==> src/rtl/pa_cmd_responder.sv <==
// PA-side UART command responder: collects 4-byte command frames, applies enable
// writes, and returns a 5-byte response after a fixed delay via a valid/ready byte port.
module pa_cmd_responder #(
    parameter int TIMEOUT_CYC = 50000,
    parameter int RESP_DLY    = 16
) (
    input  logic       clk,
    input  logic       rst,
    input  logic [7:0] rx_byte,
    input  logic       rx_vld,
    output logic [7:0] tx_byte,
    output logic       tx_vld,
    input  logic       tx_rdy,
    input  logic [7:0] pa_temp_in,
    input  logic [3:0] pa_alarm_in,
    output logic       pa_en,
    output logic       frame_err,
    output logic       busy,
    output logic [2:0] dbg_state
);
    // Handshake: a tx byte moves on any clk edge where tx_vld && tx_rdy; tx_byte
    // and tx_vld hold while tx_rdy is low. rx_vld is a one-cycle strobe with no backpressure.

    localparam int TW = $clog2(TIMEOUT_CYC + 1);
    localparam int DW = (RESP_DLY > 1) ? $clog2(RESP_DLY) : 1;

    typedef enum logic [2:0] {
        S_IDLE   = 3'd0,
        S_RX     = 3'd1,
        S_DECODE = 3'd2,
        S_WAIT   = 3'd3,
        S_TX     = 3'd4
    } state_t;

    state_t        state_q, state_d;
    logic [1:0]    cnt_q, cnt_d;
    logic [24:0]   cmd_q, cmd_d;     // only bit 0 of the data byte matters
    logic [TW-1:0] tmo_q, tmo_d;
    logic [DW-1:0] dly_q, dly_d;
    logic [39:0]   resp_q, resp_d;
    logic [2:0]    idx_q, idx_d;
    logic          pa_en_q, pa_en_d;
    logic          ferr_q, ferr_d;

    logic          dec_nak;
    logic          dec_en;
    logic [7:0]    dec_d0;
    logic [7:0]    dec_d1;

    always_ff @(posedge clk or posedge rst) begin
        if (rst) begin
            state_q <= S_IDLE;
            cnt_q   <= '0;
            cmd_q   <= '0;
            tmo_q   <= '0;
            dly_q   <= '0;
            resp_q  <= '0;
            idx_q   <= '0;
            pa_en_q <= 1'b0;
            ferr_q  <= 1'b0;
        end else begin
            state_q <= state_d;
            cnt_q   <= cnt_d;
            cmd_q   <= cmd_d;
            tmo_q   <= tmo_d;
            dly_q   <= dly_d;
            resp_q  <= resp_d;
            idx_q   <= idx_d;
            pa_en_q <= pa_en_d;
            ferr_q  <= ferr_d;
        end
    end

    // Command decode; temperature/alarm are read live so DECODE latches a snapshot.
    always_comb begin
        dec_nak = 1'b1;
        dec_en  = pa_en_q;
        dec_d0  = 8'hEE;
        dec_d1  = 8'hEE;
        if (cmd_q[15:8] == 8'h01) begin
            if (cmd_q[7:0] == 8'h03 && cmd_q[23:16] == 8'h01) begin
                dec_nak = 1'b0;
                dec_en  = cmd_q[24];
                dec_d0  = {7'b0, cmd_q[24]};
                dec_d1  = 8'h00;
            end else if (cmd_q[7:0] == 8'h02) begin
                case (cmd_q[23:16])
                    8'h01: begin
                        dec_nak = 1'b0;
                        dec_d0  = {7'b0, pa_en_q};
                        dec_d1  = 8'h00;
                    end
                    8'h03: begin
                        dec_nak = 1'b0;
                        dec_d0  = pa_temp_in;
                        dec_d1  = 8'h00;
                    end
                    8'h04: begin
                        dec_nak = 1'b0;
                        dec_d0  = {3'b0, pa_alarm_in[3], 3'b0, pa_alarm_in[2]};
                        dec_d1  = {3'b0, pa_alarm_in[1], 3'b0, pa_alarm_in[0]};
                    end
                    default: ;
                endcase
            end
        end
    end

    always_comb begin
        state_d = state_q;
        cnt_d   = cnt_q;
        cmd_d   = cmd_q;
        tmo_d   = tmo_q;
        dly_d   = dly_q;
        resp_d  = resp_q;
        idx_d   = idx_q;
        pa_en_d = pa_en_q;
        ferr_d  = 1'b0;
        case (state_q)
            S_IDLE: begin
                tmo_d = '0;
                if (rx_vld) begin
                    cmd_d[7:0] = rx_byte;
                    cnt_d      = 2'd1;
                    state_d    = S_RX;
                end
            end
            S_RX: begin
                if (tmo_q == TW'(TIMEOUT_CYC)) begin
                    // Timeout beats a coincident byte, which then opens a fresh frame.
                    ferr_d = 1'b1;
                    tmo_d  = '0;
                    if (rx_vld) begin
                        cmd_d[7:0] = rx_byte;
                        cnt_d      = 2'd1;
                    end else begin
                        cnt_d   = 2'd0;
                        state_d = S_IDLE;
                    end
                end else if (rx_vld) begin
                    tmo_d = '0;
                    cnt_d = cnt_q + 2'd1;
                    case (cnt_q)
                        2'd1:    cmd_d[15:8]  = rx_byte;
                        2'd2:    cmd_d[23:16] = rx_byte;
                        default: begin
                            cmd_d[24] = rx_byte[0];
                            cnt_d     = 2'd0;
                            state_d   = S_DECODE;
                        end
                    endcase
                end else begin
                    tmo_d = tmo_q + 1'b1;
                end
            end
            S_DECODE: begin
                pa_en_d = dec_en;
                resp_d  = {dec_d0, dec_d1, cmd_q[23:0]};
                ferr_d  = dec_nak | rx_vld;
                dly_d   = '0;
                state_d = S_WAIT;
            end
            S_WAIT: begin
                ferr_d = rx_vld;
                if (dly_q == DW'(RESP_DLY - 1)) begin
                    dly_d   = '0;
                    idx_d   = 3'd0;
                    state_d = S_TX;
                end else begin
                    dly_d = dly_q + 1'b1;
                end
            end
            S_TX: begin
                ferr_d = rx_vld;
                if (tx_rdy) begin
                    if (idx_q == 3'd4) begin
                        idx_d   = 3'd0;
                        state_d = S_IDLE;
                    end else begin
                        idx_d = idx_q + 3'd1;
                    end
                end
            end
            default: state_d = S_IDLE;
        endcase
    end

    always_comb begin
        tx_vld    = (state_q == S_TX);
        tx_byte   = tx_vld ? resp_q[{idx_q, 3'b000} +: 8] : 8'h00;
        busy      = (state_q != S_IDLE);
        dbg_state = state_q;
        pa_en     = pa_en_q;
        frame_err = ferr_q;
    end

endmodule

==> config.mk <==
export PLATFORM = sky130hd
export DESIGN_NAME = pa_cmd_responder
export DESIGN_NICKNAME = d
export VERILOG_FILES = /design/src/rtl/pa_cmd_responder.sv
export SDC_FILE = /design/constraint.sdc
export NUM_CORES = 1
export LEC_CHECK = 0
export CORE_ASPECT_RATIO = 1.25
export CORE_MARGIN = 2
export CORE_UTILIZATION = 33
export DETAILED_ROUTE_END_ITERATION = 12
export PLACE_DENSITY = 0.54
export SLEW_MARGIN = 40
export SYNTH_ARGS = -nofsm -noshare
export SYNTH_HDL_FRONTEND = slang
export SYNTH_SLANG_ARGS = --single-unit
==> constraint.sdc <==
create_clock -name clk -period 3.5 [get_ports clk]
set_input_delay 0.35 -clock clk [delete_from_list [all_inputs] [get_ports clk]]
set_output_delay 0.35 -clock clk [all_outputs]
set_load 0.02 [all_outputs]
==> qor.csv, run 1 <==
metric;value;unit
outcome;finished clean;
cts.sink_count;90;
drt-total-wl;10700;um
synthArstFlopShare;100;%
maxCapViolations;0;
vias;3336;
dp_hpwl;7600;um
grt_overflow_total;0;
initial_core_util;33.8;%
finalSetupViolCount;0;
cts_buffers;9;
period_minus_slack;2.89;ns
area_growth;19.0;%
ys_ff_latch;90;
cts_tree;built;
synth.area.top_cells;dfrtp_1, nand2_1, mux2_2;
cts.repair.resized;0;
viasPerCell;5.21;
grt_pass1_vias;3367;
final_area;5350;um2
core_area;13300;um2
cts-root-buf;clkbuf_16;
drc;0;
synth_edf_count;0;
path_class;flip-flop to primary output;
synth_cells;431;
clockBufferDepth;2;
io_buffers;38;
die_h;134;um
die-area;14600;um2
synth_top_area_cell;dfrtp_1;
critPathRequiredTime;3.15;ns
cts_setup_buffers;0;
p_total;3.78;mW
synth_area_per_cell;10.4;um2
slew_headroom;52.6;%
final_cell_mix;nand2_1, dfrtp_1, clkdlybuf4s50_1;
ir_drop;0.317;mV
path_clk_slew;0.07;ns
ys.flop_type;dfrtp_1;
ant_nets;0;
crit_path_end_kind;primary output;
die_width;108;um
final_common_cell;nand2_1;
yosys.area.top_type_share;50.1;%
layout.nets;496;
antenna_found_initial;0;
timing.final.crit_share;82.4;%
leakagePower;2.36;nW
n_antenna_cell;0;
rsz0062_at_grt;false;
ys_warn_count;0;
synth_nets;463;
hp-class;primary input to async pin;
drtIter0Drc;233;
fp-row-count;47;
wl_per_cell;16.7;um
yosysSeqAreaShare;50.1;%
cp.arrival;2.54;ns
htreeDepth;3;
grt_max_degree;42;
final_core_util;40.2;%
power.density;708;nW/um2
tightest_slew;0.707;ns
clk_latency;0.35;ns
finalMaxSlewViolations;0;
grt_pass1_wl;18000;um
synthDistinctLibCells;57;
fmax;0.347;GHz
drive_above_1_share;16.2;%
cp-start-kind;flip-flop;
placed_cell_area;5040;um2
cts-hold-fix-buffers;0;
io_pins;39;
track_usage;15.9;%
hold_violations;0;
gp_congestion;0.801;
netlist_area;4490;um2
finalSetupTns;0;ns
critPathMaxFanout;9;
dr.pass1.iters;4;
clock_skew;0.0108;ns
## layout make-up
type / count / area [um2]
multi-input cells: 310 / 2110
clock buffers: 9 / 225
repair buffers: 44 / 425
inverters: 9 / 35.0
flip-flops and latches: 90 / 2250
fillers: 1330 / 7940
clock inverters: 7 / 81.3
well taps: 171 / 214
## stage by stage
step / setup WS, ns / hold WS [ns] / cells
finish: 0.615 / 0.422 / 640
global route: 0.397 / 0.495 / 640
CTS: 0.590 / 0.455 / 640
detailed placement: 0.959 / 0.463 / 624
global placement: 1.06 / 0.454 / 624
floorplan: 0.815 / 0.440 / 431
## cells in the mapped netlist, types with 2 or more instances
library cell,count
a31oi_1,5
buf_1,2
nand2b_1,3
buf_4,2
nor4b_1,3
nand2_1,97
a22o_1,6
xor2_1,8
nor3_1,6
o31ai_1,4
and4bb_2,4
nand4_2,2
or3_1,2
ha_1,8
a21oi_1,19
and4_1,3
a32o_1,2
nand3b_1,2
dfrtp_1,90
o21ai_0,9
nor3b_1,3
o22ai_1,2
inv_1,7
clkbuf_1,8
mux2i_1,2
buf_2,10
nor2b_1,2
nand4_1,7
and3_1,9
nand3_1,10
nor2_1,25
mux4_2,8
a22oi_1,10
mux2_2,27
or4_1,2
## path summary, 6_finish.rpt
kind,from,to,slack (ns),depth (start not counted)
setup / recovery,idx_q[2]$_DFFE_PP0P_,tx_byte[0],0.61,6
hold / removal,rst,cmd_q[8]$_DFFE_PP0P_,0.42,2
setup reg to reg,dbg_state[2]$_DFFE_PP0P_,cmd_q[16]$_DFFE_PP0P_,1.28,4
hold reg to reg,resp_q[3]$_DFFE_PP0P_,resp_q[3]$_DFFE_PP0P_,0.48,2
max in group asynchronous,rst,cmd_q[15]$_DFFE_PP0P_,2.33,3
min in group clk,resp_q[3]$_DFFE_PP0P_,resp_q[3]$_DFFE_PP0P_,0.48,2
## kinds of logic after synthesis
kind of cell | synth area share (%)
adders and majority gates | 2.23
buffers and inverters | 3.03
xor gates and xnor gates | 1.56
AOI/OAI and AO/OA | 9.94
muxes | 11.2
and+or+nand+nor | 21.9
DFF | 50.1
## power breakdown
| part | total [mW] | leakage, nW | switching (mW) | internal (mW) |
|---|---|---|---|---|
| Combinational | 1.05 | 1.08 | 0.552 | 0.500 |
| Clock | 1.00 | 0.153 | 0.437 | 0.566 |
| Sequential | 1.73 | 1.13 | 0.341 | 1.39 |
## flip-flops by register name (all words and copies together), names as in the netlist
| register | flops |
|---|---|
| dly_q | 4 |
| cnt_q | 2 |
| cmd_q | 25 |
| frame_err | 1 |
| tmo_q | 16 |
| pa_en | 1 |
| idx_q | 3 |
| dbg_state | 3 |
| resp_q | 35 |
## worst max-delay path, stage by stage (launching register included)
cell,delay (ns)
dfrtp_1,0.40
clkinv_1,0.25
nor3_1,0.50
buf_4,0.23
a22oi_1,0.09
nor2_1,0.12
clkdlybuf4s50_1,0.62
## routing by layer
layer | GRT usage [%] | part of all wire [%]
met5 | 0 | 0
met4 | 5.34 | 1.4
met3 | 2.61 | 4.3
met2 | 24.3 | 46
met1 | 23.2 | 48
No activity file was read; power rests on OpenSTA's default activity.
==> inputs of run 2 (changes only) <==
==> constraint.sdc (replaced) <==
create_clock -name clk -period 2.7 [get_ports clk]
set_input_delay 0.27 -clock clk [delete_from_list [all_inputs] [get_ports clk]]
set_output_delay 0.27 -clock clk [all_outputs]
set_load 0.02 [all_outputs]
==> run 2 against run 1 <==
Net effect:
- via count decreased by 1.1%
- total power increased by 29%
- sequential share of layout area decreased by 0.30 points
- clock skew decreased by 0.00064 ns
- die area unchanged
- largest cell class unchanged
- highest routed layer unchanged
==> qor.csv, run 2 (synthesis gave the netlist of run 1 again) <==
metric;value;unit
outcome;finished clean;
rsz0062_at_grt;false;
drt-total-wl;10600;um
final_common_cell;nand2_1;
cts_setup_buffers;0;
io_pins;39;
drc;0;
critPathTopFamily;simple AND/OR/NAND/NOR gates;
grt_max_degree;64;
core_area;13300;um2
fill_cells;1333;
cts_tree;built;
cp-start-kind;flip-flop;
htreeDepth;3;
critPathRequiredTime;2.43;ns
final_core_util;40.6;%
hold_violations;0;
crit_path_end_kind;primary output;
leakagePower;2.38;nW
critPathMaxFanout;12;
fmax;0.386;GHz
dp_hpwl;7570;um
p_int;3.13;mW
area_growth;20.0;%
grt_pass1_wl;18000;um
layout.nets;501;
cp_cell_sequence;or3b_1 > nor2_1 > clkdlybuf4s50_1;
n_antenna_cell;0;
largest_reg_flops;35;
finalSetupViolCount;0;
final_cell_mix;nand2_1, dfrtp_1, clkdlybuf4s50_1;
drive_above_1_share;17.3;%
timing.final.crit_share;95.8;%
grt_pass1_vias;3369;
ant_nets;0;
path_clk_slew;0.07;ns
seqCellArea;2250;um2
pwr-share-clk;25.7;%
drtIter0Drc;162;
top_register;resp_q;
wl_per_cell;16.4;um
multiInputGateArea;2110;um2
cts-root-buf;clkbuf_16;
clk_latency;0.35;ns
reg.largest.list;resp_q (35), cmd_q (25), tmo_q (16);
fp-row-count;47;
io_buffers;38;
cp_slowest_cell;clkdlybuf4s50_1;
clockBufferDepth;2;
die_width;108;um
cts-hold-fix-buffers;0;
power_frac_comb;29.2;%
vias;3298;
ir_drop;0.329;mV
antenna_found_initial;0;
finalMaxSlewViolations;0;
p_seq_share;45.2;%
initial_core_util;33.8;%
slew_headroom;55.8;%
maxCapViolations;0;
hp-class;primary input to async pin;
cts_buffers;9;
worst-path-buf-inv;1;
die-area;14600;um2
p_switching;1.75;mW
dr.pass1.iters;4;
clock_skew;0.0102;ns
cp.arrival;2.32;ns
track_usage;15.8;%
finalSetupTns;0;ns
die_h;134;um
sw_frac_of_total;35.9;%
gp_congestion;0.789;
grt_overflow_total;0;
path_class;flip-flop to primary output;
viasPerCell;5.11;
period_minus_slack;2.59;ns
cts.sink_count;90;
tightest_slew;0.660;ns
power.density;906;nW/um2
slowest_delay;0.62;ns
-- run 2: changes by cell type in the layout (fill, tap and decap cells not counted), sizes merged --
cell / previous run / this run
clkinv: 4 / 5
buf: 6 / 11
bufinv: 1 / 0
-- run 2: worst paths after layout --
path	from	end	slack [ns]	depth (start not counted)
worst max register to register	dbg_state[1]$_DFFE_PP0P_	cmd_q[22]$_DFFE_PP0P_	0.57	4
max in group asynchronous	rst	idx_q[1]$_DFFE_PP0P_	1.73	3
worst min-delay path	rst	cnt_q[0]$_DFFE_PP0P_	0.26	2
worst min register to register	resp_q[23]$_DFFE_PP0P_	resp_q[23]$_DFFE_PP0P_	0.47	2
worst max-delay path	dbg_state[1]$_DFFE_PP0P_	tx_byte[0]	0.11	3
min in group clk	resp_q[23]$_DFFE_PP0P_	resp_q[23]$_DFFE_PP0P_	0.47	2
-- run 2: worst register-to-register path, stage by stage (launching register included) --
cell and delay [ns]:
dfrtp_1 0.54, nor2_8 0.24, and2_1 0.50, nand4_2 0.36, mux2_2 0.38
-- run 2: timing repair --
item,in CTS,in global routing
setup endpoints to repair,1,3
endpoints found under the hold margin,0,0
resized for setup,1,1
-- run 2: area by class of cell --
class / count / area share (%)
Timing Repair Buffer: 49 / 8.82
Clock inverter: 7 / 1.42
Tap cell: 171 / 3.97
Multi-Input combinational cell: 310 / 39.2
Clock buffer: 9 / 4.18
Sequential cell: 90 / 41.8
Inverter: 9 / 0.650
-- run 2: power groups by stage --
stage	clock network [mW]	registers, mW	logic (mW)
6_report	1.25	2.21	1.43
5_1_grt	1.35	2.27	1.62
4_1_cts	1.29	2.20	1.45
3_5_place_dp	0	2.23	1.44
2_1_floorplan	0	2.07	1.11
3_3_place_gp	0	2.22	1.39
-- run 2: metrics by stage --
step | power, mW | cell area [um2] | cells | setup slack, ns | hold slack [ns]
after floorplan | 3.18 | 4490 | 431 | 0.0947 | 0.420
after global placement | 3.62 | 5090 | 629 | 0.413 | 0.460
after detailed placement | 3.67 | 5090 | 629 | 0.370 | 0.465
after CTS | 4.94 | 5390 | 645 | 0.0145 | 0.270
after global routing | 5.24 | 5390 | 645 | 0.0290 | 0.322
final | 4.89 | 5390 | 645 | 0.112 | 0.260
-- run 2: layer usage --
layer / routed length (um) / up-vias / global-route usage [%]
li1: - / 1614 / -
met1: 5120 / 1615 / 22.9
met2: 4990 / 61 / 24.2
met3: 358 / 8 / 2.65
met4: 138 / 0 / 4.91
met5: 0 / - / 0
==> inputs of run 3 (changes only) <==
--- a/config.mk
+++ b/config.mk
@@ -14,3 +14,4 @@
 export SYNTH_ARGS = -nofsm -noshare
 export SYNTH_HDL_FRONTEND = slang
 export SYNTH_SLANG_ARGS = --single-unit
+export TNS_END_PERCENT = 30
==> results of run 3 <==
The final DEF is identical to that of run 2; final timing and power are the same.
